--- config.mk ---
export PLATFORM = sky130hd
export DESIGN_NAME = rv32m_div_ctrl
export DESIGN_NICKNAME = d
export VERILOG_FILES = /design/src/rtl/rv32m_div_ctrl.sv
export SDC_FILE = /design/constraint.sdc
export NUM_CORES = 1
export LEC_CHECK = 0
export BUFFER_PORTS_ARGS = -buffer_cell sky130_fd_sc_hd__buf_2
export CAP_MARGIN = 20
export CORE_ASPECT_RATIO = 1.5
export CORE_MARGIN = 3
export CORE_UTILIZATION = 48
export DETAILED_ROUTE_END_ITERATION = 16
export GPL_TIMING_DRIVEN = 1
export PLACE_DENSITY = 0.79
export SYNTH_ARGS = -nofsm -noshare
export SYNTH_HDL_FRONTEND = slang
export SYNTH_SLANG_ARGS = --single-unit
--- constraint.sdc ---
create_clock -name clk -period 2.08 [get_ports clk]
set_input_delay 0 -clock clk [delete_from_list [all_inputs] [get_ports clk]]
set_output_delay 0 -clock clk [all_outputs]
set_load 0.01 [all_outputs]
--- src/rtl/rv32m_div_ctrl.sv ---
// RV32M divide control: decodes DIV/DIVU/REM/REMU, resolves div-by-zero and signed overflow locally, launches unsigned core otherwise.
// Latency: special cases (and reuse hits) 1 cycle after accept; core ops = 1 launch cycle + core time + 1 register cycle.
// Backpressure: in_ready only in IDLE; result held in RESP until out_ready. Optional result reuse enabled by macro DIV_RESULT_REUSE_EN.
module rv32m_div_ctrl #(
    parameter int DW    = 32,
    parameter int TAG_W = 5
) (
    input  logic             clk,
    input  logic             rst_n,
    input  logic             in_valid,
    output logic             in_ready,
    input  logic [2:0]       in_funct3,
    input  logic [DW-1:0]    in_rs1,
    input  logic [DW-1:0]    in_rs2,
    input  logic [TAG_W-1:0] in_tag,
    input  logic             flush,
    output logic             core_start,
    output logic [DW-1:0]    core_dividend,
    output logic [DW-1:0]    core_divisor,
    input  logic             core_done,
    input  logic [DW-1:0]    core_quotient,
    input  logic [DW-1:0]    core_remainder,
    output logic             out_valid,
    input  logic             out_ready,
    output logic [DW-1:0]    out_result,
    output logic [TAG_W-1:0] out_tag,
    output logic             busy
);

    localparam logic [DW-1:0] INT_MIN = {1'b1, {(DW-1){1'b0}}};

    typedef enum logic [2:0] {S_IDLE, S_LAUNCH, S_WAIT, S_RESP, S_DRAIN} state_t;

    state_t             state_q;
    logic               core_start_q;
    logic [DW-1:0]      core_dividend_q;
    logic [DW-1:0]      core_divisor_q;
    logic               out_valid_q;
    logic [DW-1:0]      out_result_q;
    logic [TAG_W-1:0]   out_tag_q;
    logic               rem_q;
    logic               neg_quo_q;
    logic               neg_rem_q;

    // Front-end decode of the offered op (funct3 codes outside 100..111 behave as DIVU)
    logic               op_signed;
    logic               op_rem;
    logic               a_neg;
    logic               b_neg;
    logic [DW-1:0]      a_mag;
    logic [DW-1:0]      b_mag;
    logic               div_zero;
    logic               sgn_ovf;
    logic               special;
    logic [DW-1:0]      spec_res;
    logic               accept;
    logic               reuse_hit;
    logic [DW-1:0]      reuse_res;

    assign op_signed = in_funct3[2] & ~in_funct3[0];
    assign op_rem    = in_funct3[2] & in_funct3[1];
    assign a_neg     = op_signed & in_rs1[DW-1];
    assign b_neg     = op_signed & in_rs2[DW-1];
    // Negating INT_MIN wraps back to 0x80000000, which is the correct unsigned magnitude
    assign a_mag     = a_neg ? -in_rs1 : in_rs1;
    assign b_mag     = b_neg ? -in_rs2 : in_rs2;
    assign div_zero  = (in_rs2 == '0);
    assign sgn_ovf   = op_signed & (in_rs1 == INT_MIN) & (in_rs2 == '1);
    assign special   = div_zero | sgn_ovf;
    assign spec_res  = div_zero ? (op_rem ? in_rs1 : '1) : (op_rem ? '0 : INT_MIN);
    // A flush in IDLE blocks acceptance of a simultaneous offer
    assign accept    = in_valid & (state_q == S_IDLE) & ~flush;

    // Back-end sign correction of the core result
    logic [DW-1:0]      quo_fix;
    logic [DW-1:0]      rem_fix;
    logic [DW-1:0]      res_fix;

    assign quo_fix = neg_quo_q ? -core_quotient : core_quotient;
    assign rem_fix = neg_rem_q ? -core_remainder : core_remainder;
    assign res_fix = rem_q ? rem_fix : quo_fix;

`ifdef DIV_RESULT_REUSE_EN
    logic               rv_vld_q;
    logic               rv_sgn_q;
    logic [DW-1:0]      rv_rs1_q;
    logic [DW-1:0]      rv_rs2_q;
    logic [DW-1:0]      rv_quo_q;
    logic [DW-1:0]      rv_rem_q;
    logic               req_sgn_q;
    logic [DW-1:0]      req_rs1_q;
    logic [DW-1:0]      req_rs2_q;

    assign reuse_hit = rv_vld_q & (rv_rs1_q == in_rs1) & (rv_rs2_q == in_rs2) & (rv_sgn_q == op_signed);
    assign reuse_res = op_rem ? rv_rem_q : rv_quo_q;

    // Remember raw operands of the op in flight and the corrected results of the last completed core op
    always_ff @(posedge clk or negedge rst_n) begin
        if (!rst_n) begin
            rv_vld_q  <= 1'b0;
            rv_sgn_q  <= 1'b0;
            rv_rs1_q  <= '0;
            rv_rs2_q  <= '0;
            rv_quo_q  <= '0;
            rv_rem_q  <= '0;
            req_sgn_q <= 1'b0;
            req_rs1_q <= '0;
            req_rs2_q <= '0;
        end else begin
            if (accept && !special) begin
                req_sgn_q <= op_signed;
                req_rs1_q <= in_rs1;
                req_rs2_q <= in_rs2;
            end
            if (state_q == S_DRAIN && flush) begin
                rv_vld_q <= 1'b0;
            end else if (state_q == S_WAIT && core_done && !flush) begin
                rv_vld_q <= 1'b1;
                rv_sgn_q <= req_sgn_q;
                rv_rs1_q <= req_rs1_q;
                rv_rs2_q <= req_rs2_q;
                rv_quo_q <= quo_fix;
                rv_rem_q <= rem_fix;
            end
        end
    end
`else
    assign reuse_hit = 1'b0;
    assign reuse_res = '0;
`endif

    // Control FSM with all handshake and datapath outputs registered
    always_ff @(posedge clk or negedge rst_n) begin
        if (!rst_n) begin
            state_q         <= S_IDLE;
            core_start_q    <= 1'b0;
            core_dividend_q <= '0;
            core_divisor_q  <= '0;
            out_valid_q     <= 1'b0;
            out_result_q    <= '0;
            out_tag_q       <= '0;
            rem_q           <= 1'b0;
            neg_quo_q       <= 1'b0;
            neg_rem_q       <= 1'b0;
        end else begin
            core_start_q <= 1'b0;
            case (state_q)
                S_IDLE: begin
                    if (accept) begin
                        out_tag_q <= in_tag;
                        rem_q     <= op_rem;
                        if (special) begin
                            out_result_q <= spec_res;
                            out_valid_q  <= 1'b1;
                            state_q      <= S_RESP;
                        end else if (reuse_hit) begin
                            out_result_q <= reuse_res;
                            out_valid_q  <= 1'b1;
                            state_q      <= S_RESP;
                        end else begin
                            core_dividend_q <= a_mag;
                            core_divisor_q  <= b_mag;
                            neg_quo_q       <= a_neg ^ b_neg;
                            neg_rem_q       <= a_neg;
                            core_start_q    <= 1'b1;
                            state_q         <= S_LAUNCH;
                        end
                    end
                end
                S_LAUNCH: begin
                    state_q <= flush ? S_DRAIN : S_WAIT;
                end
                S_WAIT: begin
                    if (flush) begin
                        state_q <= core_done ? S_IDLE : S_DRAIN;
                    end else if (core_done) begin
                        out_result_q <= res_fix;
                        out_valid_q  <= 1'b1;
                        state_q      <= S_RESP;
                    end
                end
                S_RESP: begin
                    if (flush || out_ready) begin
                        out_valid_q <= 1'b0;
                        state_q     <= S_IDLE;
                    end
                end
                S_DRAIN: begin
                    if (core_done) begin
                        state_q <= S_IDLE;
                    end
                end
                default: begin
                    state_q <= S_IDLE;
                end
            endcase
        end
    end

    assign in_ready      = (state_q == S_IDLE);
    assign busy          = (state_q != S_IDLE);
    assign core_start    = core_start_q;
    assign core_dividend = core_dividend_q;
    assign core_divisor  = core_divisor_q;
    assign out_valid     = out_valid_q;
    assign out_result    = out_result_q;
    assign out_tag       = out_tag_q;

endmodule

==> results of run 1 <==
[final cells by class]
class | instances | area, µm² | share of cell area
Multi-Input combinational cell | 646 | 5044 | 0.4543
Sequential cell | 109 | 2728 | 0.2457
Timing Repair Buffer | 419 | 2713 | 0.2443
Tap cell | 203 | 254.0 | 0.02288
Clock buffer | 9 | 225.2 | 0.02028
Clock inverter | 6 | 80.08 | 0.007212
Inverter | 16 | 60.06 | 0.005409
[critical path, cell delays in order (launching register included)]
cell and delay, ns:
dfrtp_1 0.41, mux2i_1 0.13, or4_4 0.49, o21ai_2 0.17, or2_1 0.17, buf_12 0.16, mux2_2 0.35
[cell usage in the layout, fill, tap and decap left out, drive strengths merged, types with 6 or more instances in the layout]
cell type    count
buf            407
dfrtp          109
mux2            77
nor2            72
xor2            62
xnor2           51
nand2           39
o21ai           38
o31ai           36
nor4            35
o41ai           26
or4             21
inv             19
a21oi           17
a211o           16
nor3            16
o22ai           14
or3             13
nand3           12
mux2i           12
dlygate4sd3     12
clkbuf           9
nand4            9
o211ai           7
a211oi           7
and3             6
nand2b           6
or2              6
[metrics by stage]
step / util / area, µm² / power [W] / setup TNS (ns) / hold slack [ns]
2_1_floorplan: - / 8004 / 0.005749 / -0.6603 / -0.2956
5_1_grt: 0.6981 / 11100 / 0.01009 / -0.003919 / 0.02248
6_report: 0.6981 / 11100 / 0.009561 / 0 / 0.01945
4_1_cts: 0.6929 / 11020 / 0.009593 / 0 / 0.006212
3_3_place_gp: 0.6655 / 10590 / 0.007612 / -13.83 / -0.03280
3_5_place_dp: 0.6655 / 10590 / 0.007742 / -16.78 / -0.02170
[state kept, by name, summed over array words and instances (netlist names)]
| signal | count |
|---|---|
| neg_quo_q | 1 |
| out_tag | 5 |
| rem_q | 1 |
| neg_rem_q | 1 |
| core_divisor | 32 |
| core_dividend | 32 |
| out_result | 32 |
| out_valid | 1 |
| state_q | 3 |
| core_start | 1 |
[kinds of logic (layout without fill, tap and decap cells)]
logic type / Yosys count / after routing / share of synthesized area
AO/OA/AOI/OAI: 180 / 180 / 0.1625
XOR/XNOR: 113 / 113 / 0.1248
adder cells (fa/ha/maj): 5 / 5 / 0.007886
buffers and inverters: 61 / 450 / 0.03706
flip-flops: 109 / 109 / 0.3438
multiplexers: 89 / 89 / 0.1396
AND/OR/NAND/NOR: 259 / 259 / 0.1844
[path summary, 6_finish.rpt]
path                                    end
max reg2reg                  out_result[18]
min reg2reg                  out_result[26]
max in group asynchronous    out_result[10]
min                        core_divisor[20]
max                          out_result[18]
min in group asynchronous  core_divisor[22]
[synthesized netlist by cell type, drive strengths merged (3+ instances only)]
cell and number:
a211o 16, a211oi 7, a21oi 17, and2 3, and3 6, buf 11
clkbuf 34, dfrtp 109, ha 5, inv 16, mux2 77, mux2i 12
nand2 39, nand2b 6, nand3 12, nand3b 4, nand4 9, nor2 72
nor2b 5, nor3 16, nor4 35, o211ai 7, o21ai 38, o221ai 3
o22ai 14, o31ai 36, o41ai 26, or2 6, or3 13, or4 21
xnor2 51, xor2 62
[routing by layer]
metal  track usage  wire, µm  part of all wire  vias up
met3       0.04374      1516             0.054       96
li1              -         -                 -     3828
met4        0.1759      1700             0.061        0
met2        0.5649     14960              0.54      359
met5             0         0                 0        -
met1        0.3182      9689              0.35     3985
[what timing repair did]
action,CTS,global route
hold buffers,12,0
gates resized for setup,2,8
buffers inserted,0,3
setup endpoints to repair,3,54
hold endpoints to repair,55,0
pin swaps,0,4
[report_power, final]
group	total, W	switching [W]	internal (W)
Combinational	0.00424	0.00210	0.00214
Clock	0.00180	0.000841	0.000954
Sequential	0.00353	0.000550	0.00298
Total	0.00956	0.00349	0.00607
==> flow_metrics.env, run 1 <==
export IMPL_diodes=0
export IMPL_path_clk_slew_ns=0.08
export IMPL_setup_viol=0
export IMPL_synth_top_area_frac=0.3438
export IMPL_die_width_um=111.0
export IMPL_critPathKind="reg2reg"
export IMPL_rr_worst_depth=6
export IMPL_netlist_instances=816
export IMPL_root_buffer="clkbuf_16"
export IMPL_cts_sinks=109
export IMPL_r2r_start="state_q[1]"
export IMPL_async_flop_share=1.000
export IMPL_maxSlewHeadroom=0.5455
export IMPL_wl_per_cell_um=19.79
export IMPL_drv_slew=0
export IMPL_io_buffers=246
export IMPL_ys_flop_type="dfrtp_1"
export IMPL_dieArea_mm2=0.01814
export IMPL_syn_cell_area_mm2=0.007933
export IMPL_p_per_area_mw_per_mm2=861.1
export IMPL_ir_worst_vdd_mv=0.7278
export IMPL_rsz0062_at_grt="true"
export IMPL_drt_first_iter_violations=479
export IMPL_endpoint_kind="flop"
export IMPL_period_needed_ns=1.998
export IMPL_dp_cells=1378
export IMPL_whs_path_depth=3
export IMPL_synthToLayoutAreaGrowth_pct=39.97
export IMPL_ys_seq_elements=109
export IMPL_finalCritPeriodShare=0.9607
export IMPL_reg2reg_setup_slack_ns=0.08
export IMPL_ios=247
export IMPL_drive_above_1_share=0.4539
export IMPL_vias_per_cell=5.872
export IMPL_hp_start="in_rs2[20]"
export IMPL_dr_total_vias=8268
export IMPL_hold_class="in2reg"
export IMPL_synth_area_leaders="dfrtp_1, xor2_1, mux2_2, mux2_4, xnor2_1"
export IMPL_worst_pin_slew_ns=0.6818
export IMPL_fmax_mhz=500.4
export IMPL_htree_num_levels=3
export IMPL_clk_latency_ns=0.35
export IMPL_gr_total_overflow=0
export IMPL_rows=56
export IMPL_synth_area_leader_cell="dfrtp_1"
export IMPL_drt_pass1_iterations=5
export IMPL_p_leak_nw=5.042
export IMPL_antenna_found_initial=0
export IMPL_cts_made_buffers=9
export IMPL_initial_core_util=0.4987
export IMPL_die_h_um=163.4
export IMPL_synth_fp_nets=963
export IMPL_nFillCells=1243
export IMPL_drt_wl_total_mm=27.86
export IMPL_critPathLaunch="state_q[1]"
export IMPL_hold_viol_final=0
export IMPL_stdcell_count=1408
export IMPL_crit_fanout=13
export IMPL_core_mm2=0.01591
export IMPL_pre_cts_ws_ns=-0.3060
export IMPL_final_antenna_net_count=0
export IMPL_yosysSeqAreaShare=0.3438
export IMPL_grt_pass1_wl_mm=43.59
export IMPL_gp_congestion=0.9593
export IMPL_gr_usage_all_layers=0.3012
export IMPL_ys_types=70
export IMPL_status="finished, final reports clean"
export IMPL_yosysWarnings=0
export IMPL_first_global_vias=8515
export IMPL_avgSynthCellArea_um2=9.721
export IMPL_nets=1348
export IMPL_hpwl_mm=22.45
export IMPL_setup_slack_ns=0.08172
export IMPL_cts_tree="done"
export IMPL_synth_edff_count=0
export IMPL_fin_skew_ns=0.01212
export IMPL_clk_path_buf_depth=2
export IMPL_worst_endpoint_required_ns=2.32
export IMPL_critPathArrivalTime_ns=2.24
export IMPL_critPathLaunchType="flop"
export IMPL_drc_errors=0
export IMPL_grt_max_degree=45
export IMPL_cap_viol_max_count=0
No activity file was read; power rests on OpenSTA's default activity.
==> run 2, diff against run 1 <==
--- a/config.mk
+++ b/config.mk
@@ -13,6 +13,7 @@
 export DETAILED_ROUTE_END_ITERATION = 16
 export GPL_TIMING_DRIVEN = 1
 export PLACE_DENSITY = 0.79
+export REMOVE_ABC_BUFFERS = 1
 export SYNTH_ARGS = -nofsm -noshare
 export SYNTH_HDL_FRONTEND = slang
 export SYNTH_SLANG_ARGS = --single-unit
==> run 2 against run 1 <==
  * Final cell count is 0.43% lower
  * Clock power is 9% lower
  * First-iteration DRC count is 51% higher
  * Wire length is 0.55% lower
  * Worst setup slack worse by 0.078 ns
  * Highest routed layer is now met5
  * Largest power group unchanged
==> flow_metrics.env, run 2 (synthesized netlist as in run 1, its figures left out) <==
export IMPL_status="finished, final reports clean"
export IMPL_hold_viol_final=0
export IMPL_drt_first_iter_violations=725
export IMPL_r2r_end="out_result[31]"
export IMPL_r2r_start="state_q[1]"
export IMPL_period_needed_ns=2.077
export IMPL_fin_skew_ns=0.008493
export IMPL_wl_per_cell_um=19.76
export IMPL_htree_num_levels=3
export IMPL_met3_length_mm=2.034
export IMPL_highest_layer="met5"
export IMPL_first_global_vias=8438
export IMPL_vias_per_cell=5.991
export IMPL_io_buffers=246
export IMPL_gp_congestion=1.020
export IMPL_drv_slew=0
export IMPL_core_mm2=0.01591
export IMPL_wl_met1_mm=10.14
export IMPL_grt_pass1_wl_mm=42.81
export IMPL_grt_max_degree=52
export IMPL_drc_errors=0
export IMPL_hold_class="in2reg"
export IMPL_final_util=0.6904
export IMPL_die_width_um=111.0
export IMPL_clk_latency_ns=0.35
export IMPL_final_antenna_net_count=0
export IMPL_initial_core_util=0.4987
export IMPL_crit_fanout=18
export IMPL_ios=247
export IMPL_dr_total_vias=8399
export IMPL_worst_endpoint_required_ns=2.31
export IMPL_critPathArrivalTime_ns=2.30
export IMPL_diodes=0
export IMPL_cts_sinks=109
export IMPL_worst_pin_slew_ns=0.7092
export IMPL_setup_tns_final_ns=0
export IMPL_drt_pass1_iterations=5
export IMPL_rows=56
export IMPL_p_per_area_mw_per_mm2=856.9
export IMPL_fmax_mhz=481.6
export IMPL_finalCritPeriodShare=0.9983
export IMPL_die_h_um=163.4
export IMPL_layout_common_cells="buf_2, buf_4, dfrtp_1"
export IMPL_cts_made_buffers=9
export IMPL_ir_worst_vdd_mv=0.5017
export IMPL_clk_path_buf_depth=2
export IMPL_hold_path_endpoint="core_dividend[0]"
export IMPL_rsz0062_at_grt="true"
export IMPL_setup_viol=0
export IMPL_drive_above_1_share=0.4504
export IMPL_root_buffer="clkbuf_16"
export IMPL_critPathLaunchType="primary input"
export IMPL_dr_wl_met2_mm=14.11
export IMPL_power_total_w=0.009409
export IMPL_nets=1342
export IMPL_p_leak_nw=5.000
export IMPL_antenna_found_initial=1
export IMPL_rr_worst_depth=8
export IMPL_nFillCells=1252
export IMPL_critPathKind="in2reg"
export IMPL_hpwl_mm=21.95
export IMPL_gr_total_overflow=0
export IMPL_hp_start="in_rs1[0]"
export IMPL_dieArea_mm2=0.01814
export IMPL_whs_path_depth=3
export IMPL_endpoint_kind="flop"
export IMPL_maxSlewHeadroom=0.5272
export IMPL_drt_wl_total_mm=27.71
export IMPL_reg2reg_setup_slack_ns=0.07
export IMPL_gr_usage_all_layers=0.2915
export IMPL_path_clk_slew_ns=0.07
export IMPL_cap_viol_max_count=0
export IMPL_synthToLayoutAreaGrowth_pct=38.42
export IMPL_final_common_cell="buf_2"
export IMPL_cts_tree="done"
run 2: cell types whose count changed in the layout (fill, tap and decap cells not counted), moves of 3 or more:
cell	delta
clkinv_4	+3
o22ai_2	+4
buf_4	-3
buf_12	-5
o22ai_1	-5
run 2: worst max path at each step:
| stage | endpoint | from | cells after the start | slack (ns) |
|---|---|---|---|---|
| 2_1_floorplan | core_dividend[24] | state_q[1] | 4 | -5.75 |
| 3_3_place_gp | out_result[15] | in_rs1[1] | 12 | -0.35 |
| 3_5_place_dp | out_result[21] | in_rs1[1] | 12 | -0.37 |
| 4_1_cts | out_result[31] | state_q[1] | 8 | 0.01 |
| 5_1_grt | core_dividend[17] | in_rs1[23] | 9 | -0.02 |
| 6_report | core_dividend[12] | in_rs1[23] | 9 | 0.003 |
run 2: layout make-up:
cell class                 instances  area, µm²  area share
clock inverter                     6      48.80    0.004444
inverter                          16      60.06    0.005469
sequential                       109       2728      0.2484
tap                              203      254.0     0.02313
multi-input combinational        646       5039      0.4589
timing repair buffer             413       2626      0.2392
clock buffer                       9      225.2     0.02051
run 2: critical path, cell delays in order:
cell and delay, ns:
buf_2 0.10, or4_4 0.55, nand2b_4 0.17, or4_4 0.58, nor2_4 0.15, nor3_4 0.06, buf_4 0.16, clkbuf_16 0.20
mux2_4 0.31
run 2: per-layer routing:
layer / up-vias / track usage
met1: 4019 / 0.3154
met3: 104 / 0.06338
met2: 442 / 0.5334
li1: 3832 / -
met5: - / 0
met4: 2 / 0.1473
run 2: timing repair:
item / in CTS / in global routing
endpoints found under the setup margin: 23 / 67
cloned: 0 / 1
resized for setup: 3 / 19
hold endpoints to repair: 43 / 0
pin swaps: 0 / 3
hold buffers: 12 / 0
buffers inserted: 0 / 4
run 2: power by group:
part | total, W | internal, W | switching, W | leakage (nW)
registers | 0.00358 | 0.00298 | 0.000608 | 1.32
logic | 0.00419 | 0.00212 | 0.00207 | 3.55
clock network | 0.00164 | 0.000820 | 0.000815 | 0.136
total | 0.00941 | 0.00592 | 0.00349 | 5.00
run 2: through the flow:
stage | setup slack (ns) | hold slack (ns) | instances | area, µm²
3_3_place_gp | -0.3495 | -0.03160 | 1370 | 10410
6_report | 0.003466 | 0.03156 | 1402 | 10980
5_1_grt | -0.01518 | 0.02184 | 1402 | 10980
2_1_floorplan | -5.746 | -0.2956 | 771 | 7699
3_5_place_dp | -0.3662 | -0.02504 | 1370 | 10410
4_1_cts | 0.01408 | 0.01235 | 1397 | 10820
